[src/rtl/led_sequencer_if.sv]
// Board-pin bundle for led_sequencer: raw buttons in, LED drive and status out.
interface led_sequencer_if;
    logic [1:0] buttons;
    logic [5:0] leds;
    logic [1:0] mode;
    logic       paused;

    modport master (output buttons, input leds, input mode, input paused);
    modport slave  (input buttons, output leds, output mode, output paused);
endinterface

[src/rtl/led_sequencer.sv]
// Six-LED pattern sequencer with debounced mode/pause buttons.
// Build option LED_SEQ_INVERT_EN drives the LEDs active-low.
module led_seq_debounce #(
    parameter int DEBOUNCE_CYCLES = 270_000
) (
    input  logic clk,
    input  logic rst,
    input  logic raw,
    output logic press
);
    localparam int CW = $clog2(DEBOUNCE_CYCLES) + 1;
    localparam logic [CW-1:0] CNT_MAX = CW'(DEBOUNCE_CYCLES - 1);

    logic          sync1_q, sync2_q;
    logic          db_q, db_d;
    logic [CW-1:0] cnt_q, cnt_d;
    logic          press_q, press_d;

    always_comb begin
        db_d  = db_q;
        cnt_d = cnt_q;
        if (sync2_q == db_q) begin
            cnt_d = '0;
        end else if (cnt_q == CNT_MAX) begin
            db_d  = sync2_q;
            cnt_d = '0;
        end else begin
            cnt_d = cnt_q + CW'(1);
        end
        // Rising edge of the debounced level only; releases are silent.
        press_d = db_d & ~db_q;
    end

    always_ff @(posedge clk or posedge rst) begin
        if (rst) begin
            sync1_q <= 1'b0;
            sync2_q <= 1'b0;
            db_q    <= 1'b0;
            cnt_q   <= '0;
            press_q <= 1'b0;
        end else begin
            sync1_q <= raw;
            sync2_q <= sync1_q;
            db_q    <= db_d;
            cnt_q   <= cnt_d;
            press_q <= press_d;
        end
    end

    assign press = press_q;
endmodule

module led_sequencer #(
    parameter int TICK_CYCLES     = 13_500_000,
    parameter int DEBOUNCE_CYCLES = 270_000
) (
    input  logic            clk,
    input  logic            rst,
    led_sequencer_if.slave  bus
);
    localparam int NUM_BTN = 2;
    localparam int PW = $clog2(TICK_CYCLES);
    localparam logic [PW-1:0] TICK_MAX = PW'(TICK_CYCLES - 1);

    typedef enum logic [1:0] {BLINK = 2'd0, SHIFT = 2'd1, BOUNCE = 2'd2, COUNT = 2'd3} mode_t;

    logic [NUM_BTN-1:0] press;
    mode_t              mode_q, mode_d;
    logic               paused_q, paused_d;
    logic [5:0]         p_q, p_d;
    logic               dir_up_q, dir_up_d;
    logic [PW-1:0]      presc_q, presc_d;
    logic [5:0]         leds_q, leds_d;
    logic               tick;
    logic               up_eff;

    for (genvar i = 0; i < NUM_BTN; i++) begin : g_btn
        led_seq_debounce #(.DEBOUNCE_CYCLES(DEBOUNCE_CYCLES)) u_db (
            .clk   (clk),
            .rst   (rst),
            .raw   (bus.buttons[i]),
            .press (press[i])
        );
    end

    function automatic logic [5:0] init_pat(input mode_t m);
        return (m == SHIFT || m == BOUNCE) ? 6'b000001 : 6'b000000;
    endfunction

    always_comb begin
        mode_d   = mode_q;
        paused_d = paused_q;
        p_d      = p_q;
        dir_up_d = dir_up_q;
        presc_d  = presc_q;
        tick     = !paused_q && (presc_q == TICK_MAX);
        // Bounce turns around at either end before stepping.
        up_eff   = p_q[5] ? 1'b0 : (p_q[0] ? 1'b1 : dir_up_q);

        if (!paused_q) presc_d = tick ? '0 : presc_q + PW'(1);

        if (tick) begin
            unique case (mode_q)
                BLINK:  p_d = ~p_q;
                SHIFT:  p_d = {p_q[4:0], p_q[5]};
                BOUNCE: begin
                    p_d      = up_eff ? {p_q[4:0], 1'b0} : {1'b0, p_q[5:1]};
                    dir_up_d = up_eff;
                end
                COUNT:  p_d = (p_q == 6'd63) ? 6'd0 : p_q + 6'd1;
                default: p_d = p_q;
            endcase
        end

        if (press[1]) paused_d = ~paused_q;

        // A mode step overrides any same-cycle tick.
        if (press[0]) begin
            unique case (mode_q)
                BLINK:   mode_d = SHIFT;
                SHIFT:   mode_d = BOUNCE;
                BOUNCE:  mode_d = COUNT;
                default: mode_d = BLINK;
            endcase
            p_d      = init_pat(mode_d);
            dir_up_d = 1'b1;
            presc_d  = '0;
        end

`ifdef LED_SEQ_INVERT_EN
        leds_d = ~p_q;
`else
        leds_d = p_q;
`endif
    end

    always_ff @(posedge clk or posedge rst) begin
        if (rst) begin
            mode_q   <= BLINK;
            paused_q <= 1'b0;
            p_q      <= 6'b000000;
            dir_up_q <= 1'b1;
            presc_q  <= '0;
`ifdef LED_SEQ_INVERT_EN
            leds_q   <= 6'b111111;
`else
            leds_q   <= 6'b000000;
`endif
        end else begin
            mode_q   <= mode_d;
            paused_q <= paused_d;
            p_q      <= p_d;
            dir_up_q <= dir_up_d;
            presc_q  <= presc_d;
            leds_q   <= leds_d;
        end
    end

    assign bus.leds   = leds_q;
    assign bus.mode   = mode_q;
    assign bus.paused = paused_q;
endmodule

[src/flat_wrapper.sv]
// flat-port wrapper written by rule: the top's interface ports become plain ports
module led_sequencer_flat 
#(
    parameter int TICK_CYCLES     = 13_500_000,
    parameter int DEBOUNCE_CYCLES = 270_000
)
  (clk, rst, bus_buttons, bus_leds, bus_mode, bus_paused);
  led_sequencer_if bus_i ();
  input  logic clk;
  input  logic rst;
  input wire logic [$bits(bus_i.buttons)-1:0] bus_buttons;
  output wire logic [$bits(bus_i.leds)-1:0] bus_leds;
  output wire logic [$bits(bus_i.mode)-1:0] bus_mode;
  output wire logic [$bits(bus_i.paused)-1:0] bus_paused;
  assign bus_i.buttons = bus_buttons;
  assign bus_leds = bus_i.leds;
  assign bus_mode = bus_i.mode;
  assign bus_paused = bus_i.paused;
  led_sequencer #(.TICK_CYCLES(TICK_CYCLES), .DEBOUNCE_CYCLES(DEBOUNCE_CYCLES)) u_core (.clk(clk), .rst(rst), .bus(bus_i));
endmodule
[config.mk]
export PLATFORM = sky130hd
export DESIGN_NAME = led_sequencer_flat
export DESIGN_NICKNAME = d
export VERILOG_FILES = /design/src/rtl/led_sequencer_if.sv /design/src/rtl/led_sequencer.sv /design/src/flat_wrapper.sv
export SDC_FILE = /design/constraint.sdc
export NUM_CORES = 1
export LEC_CHECK = 0
export BUFFER_PORTS_ARGS = -buffer_cell sky130_fd_sc_hd__clkbuf_2
export CAP_MARGIN = 20
export CORE_UTILIZATION = 40
export DETAILED_ROUTE_END_ITERATION = 8
export GPL_TIMING_DRIVEN = 0
export PLACE_DENSITY = 0.6
export SLEW_MARGIN = 10
export SYNTH_ARGS = -nofsm -noshare
export SYNTH_HDL_FRONTEND = slang
export SYNTH_SLANG_ARGS = --single-unit
[constraint.sdc]
create_clock -name clk -period 7.4 [get_ports clk]
set_input_delay 0.37 -clock clk [delete_from_list [all_inputs] [get_ports clk]]
set_output_delay 0.37 -clock clk [all_outputs]
set_load 0.1 [all_outputs]
==> results of run 1 <==
## worst min-delay path by stage
stage,start,to,slack [ps],cells after the start
2_1_floorplan,u_core.g_btn[0].u_db.sync1_q$_DFF_PP0_,u_core.g_btn[0].u_db.sync2_q$_DFF_PP0_,330,0
3_3_place_gp,u_core.g_btn[0].u_db.sync1_q$_DFF_PP0_,u_core.g_btn[0].u_db.sync2_q$_DFF_PP0_,340,0
3_5_place_dp,u_core.g_btn[0].u_db.sync1_q$_DFF_PP0_,u_core.g_btn[0].u_db.sync2_q$_DFF_PP0_,340,0
4_1_cts,rst,u_core.g_btn[0].u_db.cnt_q[6]$_DFF_PP0_,10,2
5_1_grt,rst,u_core.g_btn[0].u_db.cnt_q[3]$_DFF_PP0_,30,2
6_report,rst,u_core.g_btn[0].u_db.cnt_q[3]$_DFF_PP0_,3,2
## critical path, stage by stage, from the launching register on
cell and delay, ps:
dfrtp_1 460, ha_1 240, nor2b_1 330, nand4b_1 130
or4_4 440, buf_6 160, nand2b_1 170, buf_4 210
nor2_1 60
## routing by layer
layer / global-route usage / share of wire
met1: 0.219 / 0.49
met2: 0.262 / 0.48
met3: 0.0274 / 0.026
met4: 0.0558 / 0.011
met5: 0 / 0
## flip-flops by register name, indices dropped and copies added, names as in the netlist
name	flops
u_core.g_btn.u_db.cnt_q	40
u_core.presc_q	24
u_core.bus.leds	6
u_core.leds_d	6
u_core.bus.mode	2
u_core.g_btn.u_db.db_q	2
u_core.g_btn.u_db.press	2
u_core.g_btn.u_db.sync1_q	2
u_core.g_btn.u_db.sync2_q	2
u_core.bus.paused	1
u_core.dir_up_q	1
## layout make-up
class	instances	area, um^2
inverter	8	32.5
clock inverter	6	68.8
sequential	88	2200
buffer	16	75.1
clock buffer	10	128
tap	140	175
multi-input combinational	329	2110
timing repair buffer	13	87.6
fill	1013	5910
## kinds of logic (layout without fill, tap and decap cells)
group / Yosys count / after routing / synth area share
AND/OR/NAND/NOR: 221 / 221 / 0.261
flip-flops: 88 / 88 / 0.498
XOR/XNOR: 65 / 65 / 0.129
AO/OA/AOI/OAI: 32 / 32 / 0.0586
buffers and inverters: 24 / 53 / 0.0238
adder cells (fa/ha/maj): 8 / 8 / 0.0226
multiplexers: 3 / 3 / 0.00736
## synthesized netlist by cell type, types with 3 or more instances
| cell | count | area [um^2] |
|---|---|---|
| dfrtp_1 | 87 | 2180 |
| nor2_1 | 83 | 312 |
| xor2_1 | 37 | 324 |
| nand3_1 | 33 | 165 |
| xnor2_1 | 28 | 245 |
| nand2_1 | 23 | 86.3 |
| nand4_1 | 21 | 131 |
| clkbuf_1 | 12 | 45.0 |
| and3_1 | 11 | 68.8 |
| nor4_1 | 10 | 62.6 |
| ha_1 | 8 | 100 |
| inv_1 | 8 | 30.0 |
| and4_1 | 6 | 52.6 |
| nor3_1 | 6 | 30.0 |
| nor4b_1 | 5 | 43.8 |
| o21ai_0 | 5 | 25.0 |
| a21oi_1 | 4 | 20.0 |
| a31oi_1 | 3 | 18.8 |
| nor2b_1 | 3 | 18.8 |
| nor4bb_1 | 3 | 30.0 |
| or2_2 | 3 | 18.8 |
## per-stage QoR
stage | instance area [um^2] | total power [mW] | util | cells | hold slack, ps
global placement | 4660 | 0.517 | 0.431 | 593 | 336
detailed placement | 4690 | 0.520 | 0.434 | 594 | 336
CTS | 4880 | 0.863 | 0.452 | 610 | 11.2
floorplan | 4420 | 0.511 | - | 441 | 331
global route | 4880 | 0.885 | 0.452 | 610 | 25.7
finish | 4880 | 0.847 | 0.452 | 610 | 3.23
## power by group
group	switching [mW]	internal [mW]	total (mW)
logic	0.0157	0.00577	0.0215
registers	0.00324	0.484	0.487
clock network	0.181	0.157	0.338
==> summary.txt, run 1 <==
Synth
  • Post-synth EDFFs: 0
  • Synthesized flop and latch total: between 80 and 90
  • Syn_area_per_cell: 10.0 um^2
  • Number of distinct library cells after synthesis: 53
  • Post-synthesis sequential area ratio: 0.498
  • Top_reg_cell synth: dfrtp_1
  • Synthesized instance count: 441
  • Ys async rst share: 1.00
  • Ys Warns: 0
  • Syn Nets: 453
  • Post-Syn Area: 4420 um^2

Worst setup path
  • WS Path Type: reg -> reg
  • CP Capture Type: register
  • Worst reg-to-reg setup slack: 5080 ps
  • Worst r2r src: u_core.presc_q[0]$_DFFE_PP0P_
  • R2R cell count: 8
  • Worst Path Arrival: 2570 ps
  • End of the critical path: u_core.presc_q[2]$_DFFE_PP0P_
  • Capturing point of the worst reg2reg path: u_core.presc_q[2]$_DFFE_PP0P_
  • Worst Setup Start Kind: register
  • Critical Path Fanout Max: 10
  • CP startpoint: u_core.presc_q[0]$_DFFE_PP0P_
  • Worst Path Required: 7640 ps

Floorplan
  • Die width: around 110 um
  • Initial Utilization: 0.410
  • Core Box Area: 10,800 um^2
  • Die height: 107 um
  • Die area: 11,500 um^2
  • I/O pins: 13
  • Core Rows: 38

Clocking
  • Postcts setup bufs: 0
  • Worst skew pair latency: 370 ps
  • Root cell of the clock tree: clkbuf_8
  • H-tree depth: 3
  • Worst-path clk slew: 110 ps
  • CTS tree: built
  • CTS Buf Count: 9
  • Cts hold-fix bufs: 0
  • # clock sinks: 88
  • # resized after CTS: 0
  • Clock Tree Buf Depth: 2

Pwr
  • Worst VDD drop: 0.0000870 V
  • Pwr dens: 173 nW/um^2
  • Leak: 2.10 nW

Route
  • Wirelength, routed: 8400 um
  • Drt first-iter violations: 170
  • Routed via count: 3,201
  • Initial DRT Pass Iterations: 4
  • Post-DRT Antenna Nets: 0
  • Vias/cell: 5.25
  • Residual DRC: 0
  • Routed wire per std cell: 13.8 um

STA
  • Final WS setup: 5080 ps
  • Final Hold Violating Endpoints: 0
  • Slew headroom: 0.488
  • Fin crit share: 0.314
  • Max frequency: approximately 430 MHz
  • RSZ-0062 raised after global routing: false
  • Final setup vio count: 0
  • Slew Viols, Final: 0
  • Setup tns final: 0 ps
  • Worst-margin pin slew: 761 ps
  • Setup Skew: 24.6 ps
  • Min Tclk post-route: 2320 ps

Min path
  • Worst Hold Class: in -> async

Global route
  • Initial antenna violation count: 0
  • First-pass GRT wire length: 15,000 um
  • Total grt overflow: 0
  • Vias in the first global route: 3,198
  • Pin count of the biggest net entering global routing: 56
  • Total global-route track usage: 0.162

Final layout
  • Synth-to-layout area growth: 10.4%
  • Most frequent cells in the layout: dfrtp_1, nor2_1, xor2_1
  • Share of layout cells above drive strength 1: 0.0979
  • N_diodes: 0
  • Nets: about 480
  • Most common cell after layout, fill and taps aside: dfrtp_1

Placed design
  • Dpl hpwl: 5660 um
  • Worst slack at placement: ~5100 ps
  • Gpl congestion: 0.787
  • Count of input and output buffers: 12

Outcome
  • Status: completed

Run
  • Max cap viols: 0
No activity file was read; power rests on OpenSTA's default activity.
==> run 2: changes to the inputs <==
PLACE_DENSITY = 0.62   (was 0.6)
clock period = 2.04 ns   (was 7.4 ns; I/O delays follow)
==> summary.txt, run 2 (same netlist as run 1, synthesis figures left out) <==
Final layout
  • Nets: 493 (+3.4%)
  • Filler cells: 985 (-2.8%)
  • Most frequent cells in the layout: nor2_1, dfrtp_1, xor2_1
  • Reg with most FFs: u_core.g_btn.u_db.cnt_q
  • Largest regs: u_core.g_btn.u_db.cnt_q: 40 flops, u_core.presc_q: 24 flops
  • Max FFs per register: 40 (unchanged)
  • Share of layout cells above drive strength 1: 0.169 (+0.0709)
  • N_diodes: 0 (unchanged)
  • Fin util: 0.475 (+0.0227)
  • Synth-to-layout area growth: 16.0%
  • Most common cell after layout, fill and taps aside: nor2_1

STA
  • Slew Viols, Final: 0 (unchanged)
  • Min Tclk post-route: 1920 ps (-402 ps)
  • Final setup vio count: 0 (unchanged)
  • Max frequency: 521 MHz (+21%)
  • Slew headroom: 0.458 (-0.0303)
  • Setup Skew: 10.4 ps (-14.2 ps)
  • Worst-margin pin slew: 808 ps (+46.3 ps)
  • RSZ-0062 raised after global routing: true
  • Fin crit share: 0.942 (+0.628)
  • Final Hold Violating Endpoints: 0 (unchanged)

Clocking
  • Worst-path clk slew: 90 ps (-20 ps)
  • # clock sinks: 88 (unchanged)
  • H-tree depth: 3 (unchanged)
  • Root cell of the clock tree: clkbuf_8
  • CTS Buf Count: 9 (unchanged)
  • CTS tree: built
  • Worst skew pair latency: 360 ps (about the same)
  • Clock Tree Buf Depth: 2 (unchanged)

Worst setup path
  • Critical Path Max Stage Delay: 520 ps (+60 ps)
  • Worst reg-to-reg setup slack: 120 ps (-4960 ps)
  • Worst Path Arrival: 2220 ps (-350 ps)
  • Critical Path Fanout Max: 9 (-1)
  • Worst Path Required: 2340 ps (-5300 ps)
  • WS Path Type: reg -> reg
  • Worst path cell trace: buf_8 -> nor2b_4 -> nand4b_1 -> or4_4 -> a2111oi_4 -> a31o_1
  • Capturing point of the worst reg2reg path: u_core.leds_d[4]$_DFFE_PP0P_
  • Worst Setup Start Kind: register
  • CP startpoint: u_core.bus.paused$_DFFE_PP0P_
  • Worst r2r src: u_core.bus.paused$_DFFE_PP0P_
  • CP Capture Type: register
  • Highest-delay cell along the critical path: or4_4
  • R2R cell count: 6 (-2)

Floorplan
  • Die area: 11,500 um^2 (unchanged)
  • Core Rows: 38 (unchanged)
  • Die height: 107 um (unchanged)
  • Initial Utilization: 0.410 (unchanged)
  • Core Box Area: 10,800 um^2 (unchanged)
  • Die width: 107 um (unchanged)
  • I/O pins: 13 (unchanged)

Run
  • Max cap viols: 0 (unchanged)

Placed design
  • Count of input and output buffers: 12 (unchanged)
  • Dpl hpwl: 5760 um (+1.6%)
  • Gpl congestion: 0.834 (+6.0%)

Global route
  • Initial antenna violation count: 0 (unchanged)
  • First-pass GRT wire length: 14,800 um (-0.74%)
  • Total global-route track usage: 0.165 (+0.00278)
  • Vias in the first global route: 3,127 (-2.2%)
  • Total grt overflow: 0 (unchanged)
  • Pin count of the biggest net entering global routing: 35 (-38%)

Pwr
  • Leak: 2.21 nW (+4.9%)
  • Worst VDD drop: 0.000302 V (+250%)
  • Pwr dens: 604 nW/um^2 (+250%)
  • Total power: 3.10 mW (+270%)

Route
  • Drt first-iter violations: 124 (-27%)
  • Routed wire per std cell: 13.8 um (about the same)
  • Vias/cell: 5.25 (about the same)
  • Post-DRT Antenna Nets: 0 (unchanged)
  • Wirelength, routed: 8620 um (+2.6%)
  • Residual DRC: 0 (unchanged)
  • Routed via count: 3,284 (+2.6%)
  • Initial DRT Pass Iterations: 4 (unchanged)

Min path
  • Worst Hold Class: in -> async

Outcome
  • Status: completed
run 2: power by group:
| group | internal (mW) | switching (mW) | total (mW) | leakage, nW |
|---|---|---|---|---|
| Combinational | 0.0268 | 0.0580 | 0.0848 | 0.923 |
| Clock | 0.601 | 0.643 | 1.24 | 0.0949 |
| Sequential | 1.76 | 0.0115 | 1.77 | 1.19 |
run 2: worst max-delay path by stage:
stage	slack (ps)	depth (start not counted)	to
2_1_floorplan	-30	8	u_core.presc_q[6]$_DFFE_PP0P_
3_3_place_gp	-200	6	u_core.g_btn[0].u_db.cnt_q[14]$_DFF_PP0_
3_5_place_dp	-240	8	u_core.g_btn[1].u_db.cnt_q[12]$_DFF_PP0_
4_1_cts	7	7	u_core.leds_d[4]$_DFFE_PP0P_
5_1_grt	-10	5	u_core.leds_d[4]$_DFFE_PP0P_
6_report	120	6	u_core.leds_d[4]$_DFFE_PP0P_
run 2: through the flow:
stage               cells  hold slack (ps)  instance area, um^2  setup slack [ps]  setup TNS [ps]
floorplan             441              133                 4460             -26.0            -281
global placement      593              211                 4700              -202           -5230
detailed placement    595              174                 4740              -243           -5740
CTS                   618              315                 5020              6.54               0
global route          626              344                 5130             -10.0           -10.0
finish                626              317                 5130               119               0
run 2: per-layer routing:
layer  GRT usage  up-vias  share of wire
li1            -     1622              -
met1       0.221     1597           0.48
met2       0.259       60           0.48
met3      0.0426        5          0.033
met4      0.0528        0         0.0070
met5           0        -              0
run 2: area by class of cell:
type | count | area, um^2 | area share
flip-flops and latches | 88 | 2220 | 0.433
multi-input cells | 329 | 2180 | 0.424
repair buffers | 33 | 250 | 0.0488
well taps | 140 | 175 | 0.0342
clock buffers | 10 | 138 | 0.0268
plain buffers | 12 | 70.1 | 0.0137
clock inverters | 6 | 66.3 | 0.0129
inverters | 8 | 33.8 | 0.00659
run 2: critical path, delay by kind of cell (launching register included):
kind / cells / cell delay [ps]
AND/OR/NAND/NOR: 3 / 760
buffers and inverters: 1 / 140
AO/OA/AOI/OAI: 2 / 480
flip-flops: 1 / 490
run 2: repair_timing:
item	4_1_cts	5_1_grt
pin swaps	1	3
resized for setup	6	12
buffers inserted	5	11
endpoints found under the hold margin	23	0
setup endpoints to repair	46	41
hold buffers	3	0
